--- config.mk ---
export PLATFORM = sky130hd
export DESIGN_NAME = conv_window_reader
export DESIGN_NICKNAME = d
export VERILOG_FILES = /design/src/rtl/conv_pkg.sv /design/src/rtl/window_shift5.sv /design/src/rtl/conv_window_reader.sv
export SDC_FILE = /design/constraint.sdc
export NUM_CORES = 1
export LEC_CHECK = 0
export BUFFER_PORTS_ARGS = -buffer_cell sky130_fd_sc_hd__buf_2
export CAP_MARGIN = 40
export CORE_UTILIZATION = 58
export DETAILED_ROUTE_END_ITERATION = 8
export GPL_TIMING_DRIVEN = 1
export PLACE_DENSITY = 0.84
export SLEW_MARGIN = 10
export SYNTH_ARGS = -nofsm -noshare
export SYNTH_HDL_FRONTEND = slang
export SYNTH_SLANG_ARGS = --single-unit
--- constraint.sdc ---
create_clock -name sclk -period 2.8 [get_ports sclk]
set_input_delay 0.42 -clock sclk [delete_from_list [all_inputs] [get_ports sclk]]
set_output_delay 0.42 -clock sclk [all_outputs]
set_load 0.05 [all_outputs]
--- src/rtl/conv_pkg.sv ---
// Shared constants and state encoding for the convolution window reader.
package conv_pkg;

    localparam int IMG_DEF = 28;                 // image side in pixels
    localparam int K_DEF   = 5;                  // kernel side
    localparam int OUT_DEF = IMG_DEF - K_DEF + 1; // window positions per side
    localparam int AW      = 5;                  // column address width
    localparam int RW      = 5;                  // row counter width

    typedef enum logic [1:0] {
        ST_IDLE = 2'd0,
        ST_SCAN = 2'd1,
        ST_GAP  = 2'd2
    } state_t;

endpackage

--- src/rtl/window_shift5.sv ---
// 5x5 binary window built from vertical 5-pixel column slices.
// Newest column lands in j=4; a band clear empties the window and restarts
// the column count so no column survives into the next row band.
module window_shift5 (
    input  logic        clk,
    input  logic        rst,
    input  logic        band_clr,
    input  logic        shift_en,
    input  logic [4:0]  col_in,
    output logic [24:0] win,
    output logic [4:0]  col_cnt
);

    logic [24:0] win_q, win_d;
    logic [4:0]  cnt_q, cnt_d;

    // Next window contents: clear at band start, otherwise shift left-by-column on capture.
    always_comb begin
        win_d = win_q;
        cnt_d = cnt_q;
        if (band_clr) begin
            win_d = '0;
            cnt_d = '0;
        end else if (shift_en) begin
            for (int i = 0; i < 5; i++) begin
                for (int j = 0; j < 4; j++) begin
                    win_d[i*5+j] = win_q[i*5+j+1];
                end
                win_d[i*5+4] = col_in[i];
            end
            if (cnt_q != 5'd31) begin
                cnt_d = cnt_q + 5'd1;
            end
        end
    end

    // Window and column count registers.
    always_ff @(posedge clk or posedge rst) begin
        if (rst) begin
            win_q <= '0;
            cnt_q <= '0;
        end else begin
            win_q <= win_d;
            cnt_q <= cnt_d;
        end
    end

    assign win     = win_q;
    assign col_cnt = cnt_q;

endmodule

--- src/rtl/conv_window_reader.sv ---
// Scans a binary frame held in column-addressed RAM and streams every 5x5
// window in raster order. Each row band reads all columns, then idles for
// RD_LAT cycles so reads still in flight see the band's row select.
//
// state | meaning
// IDLE  | waiting for cal_start, no reads issued
// SCAN  | issuing one column read per cycle, column 0..IMG-1
// GAP   | holding address/row while the last RD_LAT reads return
module conv_window_reader
    import conv_pkg::*;
#(
    parameter int RD_LAT = 1,
    parameter int IMG    = IMG_DEF,
    parameter int K      = K_DEF
) (
    input  logic              sclk,
    input  logic              s_rst,
    input  logic              cal_start,
    input  logic [4:0]        col_data,
    output logic [AW-1:0]     data_rd_addr,
    output logic [RW-1:0]     conv_row_cnt,
    output logic [24:0]       window,
    output logic              window_vld,
    output logic [RW-1:0]     win_row,
    output logic [AW-1:0]     win_col,
    output logic              frame_done,
    output logic              busy
);

    localparam int OUT = IMG - K + 1;

    state_t          state_q;
    logic [AW-1:0]   addr_q;
    logic [RW-1:0]   row_q;
    logic [1:0]      gap_q;
    logic            busy_q;

    logic [RD_LAT-1:0] pv_q;
    logic [AW-1:0]     pc_q [RD_LAT];

    logic            cap_vld;
    logic [AW-1:0]   cap_col;
    logic            band_clr;
    logic            win_ready;
    logic [24:0]     win_bits;
    logic [4:0]      col_cnt;

    logic            window_vld_q;
    logic            frame_done_q;
    logic [RW-1:0]   win_row_q;
    logic [AW-1:0]   win_col_q;

    // Sequencer: column address and row band walk, plus the busy flag.
    always_ff @(posedge sclk or posedge s_rst) begin
        if (s_rst) begin
            state_q <= ST_IDLE;
            addr_q  <= '0;
            row_q   <= '0;
            gap_q   <= '0;
            busy_q  <= 1'b0;
        end else begin
            if (frame_done_q) begin
                busy_q <= 1'b0;
            end
            case (state_q)
                ST_IDLE: begin
                    // busy stays high through the last window, so a start
                    // arriving then is dropped rather than queued
                    if (cal_start && !busy_q) begin
                        state_q <= ST_SCAN;
                        addr_q  <= '0;
                        row_q   <= '0;
                        busy_q  <= 1'b1;
                    end
                end
                ST_SCAN: begin
                    if (addr_q == AW'(IMG - 1)) begin
                        state_q <= ST_GAP;
                        gap_q   <= '0;
                    end else begin
                        addr_q <= addr_q + 1'b1;
                    end
                end
                ST_GAP: begin
                    if (gap_q == 2'(RD_LAT - 1)) begin
                        if (row_q == RW'(OUT - 1)) begin
                            state_q <= ST_IDLE;
                        end else begin
                            state_q <= ST_SCAN;
                            row_q   <= row_q + 1'b1;
                            addr_q  <= '0;
                        end
                    end else begin
                        gap_q <= gap_q + 2'd1;
                    end
                end
                default: state_q <= ST_IDLE;
            endcase
        end
    end

    // Read-return tracker: tags each returning slice with the column it was read from.
    always_ff @(posedge sclk or posedge s_rst) begin
        if (s_rst) begin
            pv_q <= '0;
            for (int i = 0; i < RD_LAT; i++) begin
                pc_q[i] <= '0;
            end
        end else begin
            pv_q[0] <= (state_q == ST_SCAN);
            pc_q[0] <= addr_q;
            for (int i = 1; i < RD_LAT; i++) begin
                pv_q[i] <= pv_q[i-1];
                pc_q[i] <= pc_q[i-1];
            end
        end
    end

    assign cap_vld   = pv_q[RD_LAT-1];
    assign cap_col   = pc_q[RD_LAT-1];
    assign band_clr  = (state_q == ST_SCAN) && (addr_q == '0);
    assign win_ready = cap_vld && (col_cnt >= 5'd4);

    window_shift5 u_shift (
        .clk      (sclk),
        .rst      (s_rst),
        .band_clr (band_clr),
        .shift_en (cap_vld),
        .col_in   (col_data),
        .win      (win_bits),
        .col_cnt  (col_cnt)
    );

    // Window strobe and coordinates, valid alongside the freshly shifted window.
    always_ff @(posedge sclk or posedge s_rst) begin
        if (s_rst) begin
            window_vld_q <= 1'b0;
            frame_done_q <= 1'b0;
            win_row_q    <= '0;
            win_col_q    <= '0;
        end else begin
            window_vld_q <= win_ready;
            frame_done_q <= win_ready && (cap_col == AW'(IMG - 1)) && (row_q == RW'(OUT - 1));
            if (win_ready) begin
                win_row_q <= row_q;
                win_col_q <= cap_col - AW'(4);
            end
        end
    end

    assign data_rd_addr = addr_q;
    assign conv_row_cnt = row_q;
    assign window       = win_bits;
    assign window_vld   = window_vld_q;
    assign win_row      = win_row_q;
    assign win_col      = win_col_q;
    assign frame_done   = frame_done_q;
    assign busy         = busy_q;

endmodule
# Word-level counts from Yosys, hierarchy flattened

Index checks and enable logic that the tools add are counted.

Output and inout port bits: 48
Input bits: 8
Register bits: 63
Word-level logic and storage cells: 74

Magnitude comparators: 1
Add/subtract/negate cells: 5
Equal/unequal tests: 12
Reduce and logical (&&, ||, !) cells: 19
Multiplexer cells: 24

Operators by type and width:

| cell                                                                  | count |
|---|---|
| 25-bit 2-to-1 mux                                                     | 2 |
| 5-bit 2-to-1 mux                                                      | 9 |
| 5-bit by 1-bit adder with 5-bit output, second input constant         | 3 |
| 5-bit == test, second input constant                                  | 3 |
| 5-bit one-hot mux with 3 select lines                                 | 1 |
| 2-bit inequality test, second input constant                          | 6 |
| 2-bit 2-to-1 mux                                                      | 5 |
| 5-bit one-hot mux with 2 select lines                                 | 1 |
| 2-bit nonzero test                                                    | 4 |
| 2-bit one-hot mux with 3 select lines                                 | 1 |
| 3-bit AND reduction                                                   | 2 |
| 5-bit by 3-bit >= comparator with 1-bit output, second input constant | 1 |
| 1-bit logical AND                                                     | 5 |
| 5-bit zero test                                                       | 1 |
| 5-bit inequality test, second input constant                          | 1 |
| 5-bit AND reduction                                                   | 1 |
| 5-bit by 3-bit subtractor with 5-bit output, second input constant    | 1 |
| 2-bit zero test                                                       | 2 |
| 1-bit 2-to-1 mux                                                      | 4 |
| 2-bit one-hot mux with 2 select lines                                 | 1 |
| 4-bit AND reduction                                                   | 1 |
| 3-bit nonzero test                                                    | 1 |
| 2-bit by 1-bit adder with 2-bit output, second input constant         | 1 |
| 2-bit by 1-bit == test with 1-bit output, second input constant       | 1 |
| other kinds (3)                                                       | 3 |

# Logic depth before layout (Yosys ltp)

Gate-level depths: netlist of the first run.

Depth in word-level cells: 4
Mapped depth: 8
Depth with buffers taken out: 7

# By module

A second synthesis of the first run with hierarchy kept.

Cell total of the unflattened synthesis: 245
Area, all modules: 2781.4 um2

Modules (own cells, without submodules):

| module             | area each (um2) | seq. area each (um2) | instances | cells an instance |
|---|---|---|---|---|
| conv_window_reader | 1514.0          | 825.8                | 1         | 138 |
| window_shift5      | 1267.5          | 750.7                | 1         | 107 |

# Least setup slack after synthesis of the first run

Ideal clock, no wire load.

Path type: flip-flop to flip-flop
From: register row_q[0], in the netlist conv_row_cnt[0]
To: register addr_q[3], in the netlist data_rd_addr[3]
Clock period less this slack: 1.918 ns
Setup time: 0.121 ns
Cell stages (with the launch flop): 6
Path buffers: 0
Path slack: 0.882 ns
Required time: 2.679 ns
Data arrival time: 1.797 ns
Cells stage by stage: dfrtp_1 > ha_1 > nand4b_1 > or3b_4 > and2_4 > a22o_1

Word-level cells in the longest chain between the ends: 3

RTL lines:

| item                            | line                     | RTL |
|---|---|---|
| start: declaration              | conv_window_reader.sv:34 | `logic [RW-1:0] row_q;` |
| start signal: assignment        | conv_window_reader.sv:90 | `row_q <= row_q + 1'b1;` |
| 5-bit == test                   | conv_window_reader.sv:86 | `if (row_q == RW'(OUT - 1)) begin` |
| 2-bit inequality test (no line) | --                       |  |
| 5-bit AND reduction (no line)   | --                       |  |
| end signal: assignment          | conv_window_reader.sv:81 | `addr_q <= addr_q + 1'b1;` |
| end: declaration                | conv_window_reader.sv:33 | `logic [AW-1:0] addr_q;` |

No other way between the ends.
A chain may end at the register's enable or synchronous reset.

# Worst setup path after layout of the first run

From: register u_shift.cnt_q[0], in the netlist u_shift.col_cnt[0]
To: register u_shift.cnt_q[3], in the netlist u_shift.col_cnt[3]

Word-level cells in the longest chain between the ends: 4
Elaborated cells between the ends (all ways): 7
Those cells by class: add/sub (1); eq/ne (1); mux (3); reduce/logical (2)

RTL lines:

| item                                   | line                | RTL |
|---|---|---|
| start: declaration                     | window_shift5.sv:15 | `logic [4:0] cnt_q, cnt_d;` |
| start signal: assignment               | window_shift5.sv:44 | `cnt_q <= cnt_d;` |
| 5-bit by 1-bit adder with 5-bit output | window_shift5.sv:32 | `cnt_d = cnt_q + 5'd1;` |
| 5-bit 2-to-1 mux                       | window_shift5.sv:31 | `if (cnt_q != 5'd31) begin` |
| 5-bit 2-to-1 mux                       | window_shift5.sv:24 | `end else if (shift_en) begin` |
| 5-bit 2-to-1 mux                       | window_shift5.sv:21 | `if (band_clr) begin` |

Several ways; a longest one is shown, not always the timed one. The select of a mux whose other input is x is not followed.

==> impl_results.md, run 1 <==
* Antenna violations before repair at 0
* Max Cap Violations at 0
* Final Max Tran Viols at 0
* Vias per inst at approximately 5.4
* CTS tree: done
* Busiest grt layer: met2
* CP required at 3.01 ns
* DR WL/cell at 13.5 um
* Insertion delay to the later sink of the worst-skew pair at 0.33 ns
* Most frequent cells in the layout: 63 x dfrtp_1, 55 x buf_2, 33 x nor2_1, 26 x mux2i_1, 15 x nand2_1
* I/O pins at 56
* Synth-to-Final Area Change at 19.0%
* # rows at 24
* Die Ht at around 71 um
* TNS Setup at 0 ns
* Min-delay worst type: input pin to async pin
* Syn Inst Count at 240
* Startpoint types: flop
* Final setup viols at 0
* Share of the yosys chip area belonging to registers at 0.576
* Clock root buffer: clkbuf_8
* Failing checks: design-rule violations
* IO Port Bufs at 55
* Vias in the first global route at around 1800
* Die W at 70.7 um
* Fin util at 0.733
* Fin crit share at 0.675
* Beginning of the critical path: u_shift.col_cnt[0]
* Cell family with most CP delay: simple AND/OR/NAND/NOR gates
* GRT Residual Overflow at 0
* Syn Nets at 257
* Clock sink count at 63
* Post-synth cell types at 40
* DP Area at 3060 sq um
* Remaining DRCs at 14
* Non-Filler Instances at 355
* Overall Global Routing Usage at 0.215
* Status: complete, but fails checks
* Clk slew on worst S/H paths at ~0.07 ns
* Number of diodes at 0
* Die ar. at around 5000 sq um
* Arr. time, crit path at 2.10 ns
* Synth Flop Type: dfrtp_1
* Met2 usage at 0.331
* Placed Cells incl. Taps at 340
* Most used cell, CP: ha_1
* Layout Nets at 316
* Worst Setup End Kind: flop
* Critical path fanouts, max at 6
* Fin area at 3260 sq um
* Detailed Route Iter0 Violations at 126
* Worst-Margin Slew at ~0.76 ns
* Yosys reg bits at 63
* Commonest non-fill, non-tap cell in the layout: dfrtp_1
* Worst path slowest cell: dfrtp_1
* Post-CTS resize count at 0
* Post-synth EDFFs at 0
* Largest net degree at the start of global routing at 64
* Maximum clock rate at 529 MHz
* Fill cell count at 332
* CTS Buf Count at 9
* Kind of critical path: flop to flop
* Peak per-stage delay on the critical path at 0.43 ns
* Clock period minus worst slack at about 1.9 ns
* Met1 usage at 0.290
* Post-Route WL at 4800 um
* Share of cells above drive strength 1 at 0.281
* Yosys warnings at 0
* RSZ-0062 raised after global routing: no
* First-pass DRT Iterations at 6
* Initial Util at 0.615
* Post-synth ARST share at 1.00
* Grt met3 use at 0.0470
* Hold buffers post-CTS at 0
* Postcts setup bufs at 0
* Avg Inst Size Synth at between 10 and 15 sq um
* Worst Path Buf+Inv at 0
* DR vias at roughly 1900
* H-tree levels at 3
* Worst path cell trace: ha_1 -> and3_1 -> ha_1 -> nor2b_1 -> nand4_1 -> xor2_1 -> nor2_1
* Final Wtd Congestion at 0.787
* Detailed placement HPWL at 3170 um
* Syn Std Cell Area at 2740 sq um
* Detail Route Antenna Nets at 0
* Final hold vios at 0
* Clk_skew at 0.00773 ns
* RR Startpoint: u_shift.col_cnt[0]
* Core area at 4440 sq um
* Rel. slew slack at 0.494
* First-pass GRT wire length at 8220 um
* CTS Buffer Depth at 2
## state kept, by name, summed over array words and instances (netlist names)
| signal | flops |
|---|---|
| window_vld | 1 |
| busy | 1 |
| gap_q | 2 |
| conv_row_cnt | 5 |
| cap_vld | 1 |
| data_rd_addr | 5 |
| cap_col | 5 |
| u_shift.win | 25 |
| win_row | 5 |
| frame_done | 1 |
| u_shift.col_cnt | 5 |
| win_col | 5 |
| state_q | 2 |
## final cells by class
type | count | area (sq um) | share of cell area
sequential | 63 | 1580 | 0.484
multi-input combinational | 152 | 1060 | 0.325
timing repair buffer | 59 | 305 | 0.0938
clock buffer | 12 | 155 | 0.0477
tap | 52 | 65.1 | 0.0200
inverter | 14 | 52.6 | 0.0161
clock inverter | 3 | 42.5 | 0.0131
## worst paths after layout
check / end / cells after the start / slack (ns)
worst max-delay path: u_shift.col_cnt[3] / 7 / 0.91
worst min-delay path: u_shift.win[4] / 3 / 0.30
worst max register to register: u_shift.col_cnt[3] / 7 / 0.91
worst min register to register: win_col[2] / 1 / 0.46
max in group asynchronous: win_row[1] / 3 / 2.00
min in group sclk: u_shift.win[19] / 3 / 0.33
## cells in the mapped netlist (5+ instances only)
library cell	instances	area [sq um]
nor2_1	33	124
dfrtp_1	63	1580
ha_1	9	113
mux2_2	5	56.3
inv_1	14	52.6
mux2i_1	26	260
o21ai_0	10	50.1
nand3_1	8	40.0
nor2b_1	5	31.3
nand2_1	15	56.3
buf_2	10	50.1
## metrics by stage
stage	hold slack, ns	worst slack (ns)
2_1_floorplan	0.438	0.810
3_3_place_gp	0.450	0.983
3_5_place_dp	0.453	0.890
4_1_cts	0.321	0.878
5_1_grt	0.363	0.721
6_report	0.302	0.909
## routing by layer
layer / vias to the layer above / wire length (um)
met4: 0 / 95
met3: 12 / 199
met5: - / 0
met1: 918 / 2250
met2: 51 / 2250
li1: 939 / -
## worst min-delay path, cell delays in order
cell   delay (ns)
buf_2        0.10
inv_2        0.03
buf_4        0.59
## cells by family (layout without fill, tap and decap cells)
group                      Yosys count  in the layout  synth area share
adders and majority gates            9              9            0.0412
and+or+nand+nor                     77             77             0.137
xor gates and xnor gates             6              6            0.0192
buffers and inverters               25             88            0.0389
DFF                                 63             63             0.576
muxes                               31             31             0.116
AOI/OAI and AO/OA                   29             29            0.0714
Power of run 1 is left out: the tool's default activity adds up to more than one toggle a clock period on the data nets, which glitch-free logic cannot reach.
==> run 2: changes to the inputs <==
CORE_UTILIZATION = 49   (was 58)
PLACE_DENSITY = 0.75   (was 0.84)
clock period = 1.7 ns   (was 2.8 ns; I/O delays follow)
==> impl_results.md, run 2 (synthesis gave the netlist of run 1 again) <==
* First-pass GRT wire length at 8960 um (+9.1%)
* Area of the multi-input gates at 1090 sq um (+2.7%)
* RSZ-0062 raised after global routing: no
* Number of diodes at 0 (unchanged)
* Worst path slowest cell: dfrtp_2
* DR vias at 1978 (+3.0%)
* Worst reg-to-reg path cell count at 5 (-2)
* Worst setup path endpoint: data_rd_addr[4]
* WP depth at 5 (-2)
* Maximum clock rate at 603 MHz (+14%)
* Worst path cell trace: ha_4 -> nand4b_1 -> or3b_4 -> and2_4 -> a22o_1
* Clock period minus worst slack at 1.66 ns (-0.233 ns)
* Detailed placement HPWL at 3440 um (+8.5%)
* Reg2Reg Setup Slack at 0.04 ns (-0.87 ns)
* Worst-Margin Slew at 0.434 ns (-0.325 ns)
* Peak per-stage delay on the critical path at 0.44 ns (about the same)
* Startpoint types: flop
* Met3 routed WL at 199 um (unchanged)
* Initial Util at 0.522 (-0.0932)
* Rel. slew slack at 0.710 (+0.217)
* Sequential Area at 1580 sq um (+0.40%)
* TNS Setup at 0 ns (unchanged)
* DR WL/cell at 13.1 um (-2.7%)
* Top Layer Used: met4
* Post-Route WL at 5130 um (+6.9%)
* RR Startpoint: conv_row_cnt[1]
* Hold buffers post-CTS at 0 (unchanged)
* Clock sink count at 63 (unchanged)
* Clock root buffer: clkbuf_8
* CTS tree: done
* Min-delay worst type: input pin to async pin
* GRT Residual Overflow at 0 (unchanged)
* Clk slew on worst S/H paths at 0.06 ns (about the same)
* First-pass DRT Iterations at 5 (-1)
* Most frequent cells in the layout: 58 x dfrtp_1, 55 x buf_2, 33 x nor2_1, 26 x mux2i_1, 19 x buf_4
* Vias in the first global route at 2041 (+13%)
* # rows at 26 (+8.3%)
* Metal2 WL at 2450 um (+8.9%)
* Critical path fanouts, max at 5 (-1)
* Arr. time, crit path at 1.87 ns (-0.23 ns)
* Worst Setup End Kind: flop
* IO Port Bufs at 55 (unchanged)
* Fin crit share at 0.975 (+0.300)
* RR Endpoint: data_rd_addr[4]
* Clk_skew at 0.00521 ns (-0.00252 ns)
* Final hold vios at 0 (unchanged)
* CTS Buffer Depth at 2 (unchanged)
* Largest net degree at the start of global routing at 37 (-42%)
* Share of cells above drive strength 1 at 0.344 (+0.0632)
* Beginning of the critical path: conv_row_cnt[1]
* Overall Global Routing Usage at 0.192 (-0.0224)
* Remaining DRCs at 0 (-14)
* Insertion delay to the later sink of the worst-skew pair at 0.33 ns (about the same)
* Commonest non-fill, non-tap cell in the layout: dfrtp_1
* Detailed Route Iter0 Violations at 88 (-30%)
* Synth-to-Final Area Change at 27.1%
* Final Wtd Congestion at 0.785 (-0.15%)
* Layout Nets at 332 (+5.1%)
* H-tree levels at 3 (unchanged)
* Final Max Tran Viols at 0 (unchanged)
* Detail Route Antenna Nets at 0 (unchanged)
* I/O pins at 56 (unchanged)
* Max Cap Violations at 0 (unchanged)
* Cell family with most CP delay: simple AND/OR/NAND/NOR gates
* Die Ht at 76.7 um (+8.5%)
* Kind of critical path: flop to flop
* Met1 Wirelength at 2360 um (+4.9%)
* Worst Path Buf+Inv at 0 (unchanged)
* CTS Buf Count at 9 (unchanged)
* Fill cell count at 432 (+30%)
* CP required at 1.92 ns (-1.09 ns)
* Final setup viols at 0 (unchanged)
* Status: complete, no violations
* Core area at 5240 sq um (+18%)
* Die W at 76.7 um (+8.5%)
* Die ar. at 5880 sq um (+18%)
* Largest register FFs at 25 (unchanged)
* Vias per inst at 5.07 (-6.2%)
* Antenna violations before repair at 0 (unchanged)
run 2: area by class of cell:
| class | instances | share of cell area |
|---|---|---|
| timing repair buffer | 75 | 0.126 |
| tap | 70 | 0.0252 |
| sequential | 63 | 0.455 |
| clock buffer | 13 | 0.0457 |
| clock inverter | 3 | 0.0187 |
| inverter | 14 | 0.0162 |
| multi-input combinational | 152 | 0.313 |
run 2: worst min-delay path, delay by kind of cell:
family,cells,cell delay [ns]
buffers and inverters,3,0.48
run 2: worst min-delay path by stage:
stage,depth (start not counted),start,slack (ns),end
floorplan,1,s_rst,0.38,busy
global placement,3,s_rst,0.36,win_col[3]
detailed placement,3,s_rst,0.36,win_col[3]
CTS,3,s_rst,0.004,win_col[3]
global route,3,s_rst,0.04,win_col[4]
finish,3,s_rst,0.004,win_col[4]
run 2: per-layer routing:
layer | vias to the layer above | track usage
met5 | - | 0
met4 | 0 | 0.0942
met3 | 12 | 0.0393
met2 | 53 | 0.321
met1 | 937 | 0.237
li1 | 976 | -
run 2: what timing repair did:
action | in CTS | in global routing
endpoints found under the setup margin | 4 | 7
hold endpoints to repair | 0 | 0
pin swaps | 0 | 6
setup buffers | 1 | 1
cloned | 0 | 0
resized for setup | 1 | 5
run 2: through the flow:
step,instances,cell area (sq um),utilization,worst slack (ns),hold WS (ns)
2_1_floorplan,240,2760,-,-0.0338,0.380
3_3_place_gp,372,3220,0.615,0.0262,0.361
3_5_place_dp,372,3220,0.615,-0.0383,0.364
4_1_cts,389,3450,0.660,0.0386,0.00418
5_1_grt,390,3480,0.664,0.000517,0.0369
6_report,390,3480,0.664,0.0427,0.00371
Power of run 2 is left out for the same reason.
==> run 3: changes to the inputs <==
ABC_CLOCK_PERIOD_IN_PS = 1700   (was unset)
CELL_PAD_IN_SITES_DETAIL_PLACEMENT = 1   (was unset)
CELL_PAD_IN_SITES_GLOBAL_PLACEMENT = 1   (was unset)
CORE_UTILIZATION = 38   (was 49)
PLACE_DENSITY = unset   (was 0.75)
PLACE_DENSITY_LB_ADDON = 0.1   (was unset)
==> impl_results.md, run 3 (synthesis gave the netlist of run 1 again) <==
* Non-Filler Instances at 417 (+6.9%)
* Startpoint types: flop
* Remaining DRCs at 0 (unchanged)
* Vias per inst at 4.86 (-4.2%)
* Final hold vios at 0 (unchanged)
* I/O pins at 56 (unchanged)
* Number of diodes at 0 (unchanged)
* Critical path fanouts, max at 4 (-1)
* Die Ht at 86.8 um (+13%)
* Insertion delay to the later sink of the worst-skew pair at 0.35 ns (+0.02 ns)
* First-pass DRT Iterations at 4 (-1)
* Commonest non-fill, non-tap cell in the layout: dfrtp_1
* Fin Hold WS at 0.158 ns (+0.154 ns)
* First-pass GRT wire length at 10500 um (+18%)
* Kind of critical path: flop to flop
* TNS Setup at 0 ns (unchanged)
* Clk slew on worst S/H paths at 0.07 ns (about the same)
* Final Wtd Congestion at 0.788 (+0.31%)
* Max Cap Violations at 0 (unchanged)
* Layout Nets at 333 (+0.30%)
* Synth-to-Final Area Change at 28.0%
* H-tree levels at 3 (unchanged)
* IO Port Bufs at 55 (unchanged)
* DR WL/cell at 14.9 um (+13%)
* Die W at 86.8 um (+13%)
* Vias in the first global route at 2165 (+6.1%)
* Clock period minus worst slack at 1.63 ns (-0.0252 ns)
* CP required at 1.93 ns (about the same)
* Share of cells above drive strength 1 at 0.336 (-0.00730)
* Rel. slew slack at 0.640 (-0.0701)
* Core area at 6870 sq um (+31%)
* Detail Route Antenna Nets at 0 (unchanged)
* Largest net degree at the start of global routing at 31 (-16%)
* CTS tree: done
* Post-Route WL at 6210 um (+21%)
* GRT Residual Overflow at 0 (unchanged)
* Worst-Margin Slew at 0.538 ns (+0.104 ns)
* Most frequent cells in the layout: 58 x dfrtp_1, 55 x buf_2, 33 x nor2_1, 26 x mux2i_1, 17 x buf_4
* Antenna violations before repair at 0 (unchanged)
* CTS Buf Count at 9 (unchanged)
* Clock root buffer: clkbuf_8
* Maximum clock rate at 613 MHz (+1.5%)
* Worst Setup End Kind: flop
* Detailed placement HPWL at 4390 um (+28%)
* Fin area at 3500 sq um (+0.72%)
* Status: complete, no violations
* Final setup viols at 0 (unchanged)
* Fin crit share at 0.960 (-0.0148)
* Clk_skew at 0.00609 ns (+0.000885 ns)
* DP Area at 3270 sq um (+1.6%)
* Initial Util at 0.398 (-0.124)
* Clock sink count at 63 (unchanged)
* Detailed Route Iter0 Violations at 81 (-8.0%)
* Arr. time, crit path at 1.87 ns (about the same)
* RSZ-0062 raised after global routing: yes
* CTS Buffer Depth at 2 (unchanged)
* Largest register FFs at 25 (unchanged)
* Final Max Tran Viols at 0 (unchanged)
* Placed Cells incl. Taps at 397 (+6.7%)
* DR vias at 2026 (+2.4%)
* Die ar. at 7540 sq um (+28%)
* Min-delay worst type: input pin to flop
* # rows at 30 (+15%)
* Overall Global Routing Usage at 0.187 (-0.00578)
-- run 3: final cells by class --
| type | instances | area, sq um |
|---|---|---|
| Inverter | 14 | 56.3 |
| Clock inverter | 4 | 45.0 |
| Fill cell | 774 | 3370 |
| Sequential cell | 63 | 1580 |
| Clock buffer | 12 | 145 |
| Multi-Input combinational cell | 152 | 1080 |
| Timing Repair Buffer | 76 | 473 |
| Tap cell | 96 | 120 |
-- run 3: per-stage QoR --
stage           util  worst slack, ns
2_1_floorplan      -          -0.0338
3_3_place_gp   0.476         -0.00231
3_5_place_dp   0.476          -0.0934
4_1_cts        0.506           0.0240
5_1_grt        0.510          -0.0125
6_report       0.510           0.0679
-- run 3: critical path, stage by stage (launching register included) --
cell and delay, ns:
dfrtp_2 0.43, ha_4 0.18, nand4b_1 0.13, or3b_4 0.41, and2_4 0.15, a22o_1 0.22
-- run 3: path summary, 6_finish.rpt --
kind,endpoint,cells after the start,slack [ns],from
setup / recovery,data_rd_addr[4],5,0.07,conv_row_cnt[1]
hold / removal,u_shift.win[24],3,0.16,col_data[4]
setup reg to reg,data_rd_addr[4],5,0.07,conv_row_cnt[1]
hold reg to reg,cap_col[0],0,0.44,data_rd_addr[0]
max in group asynchronous,u_shift.win[24],4,0.59,s_rst
min in group asynchronous,win_col[3],3,0.50,s_rst
-- run 3: timing repair --
action / 4_1_cts / 5_1_grt
gates resized for setup: 1 / 1
pin swaps: 0 / 0
hold buffers: 1 / 0
endpoints found under the hold margin: 19 / 0
setup buffers: 0 / 3
gates cloned: 0 / 0
setup endpoints to repair: 5 / 5
-- run 3: per-layer routing --
layer  GRT usage  share of wire  up-vias
li1            -              -      960
met1       0.221           0.43     1019
met2       0.322           0.51       36
met3      0.0467          0.034       11
met4      0.0773          0.021        0
met5           0              0        -
Power of run 3 is left out for the same reason.
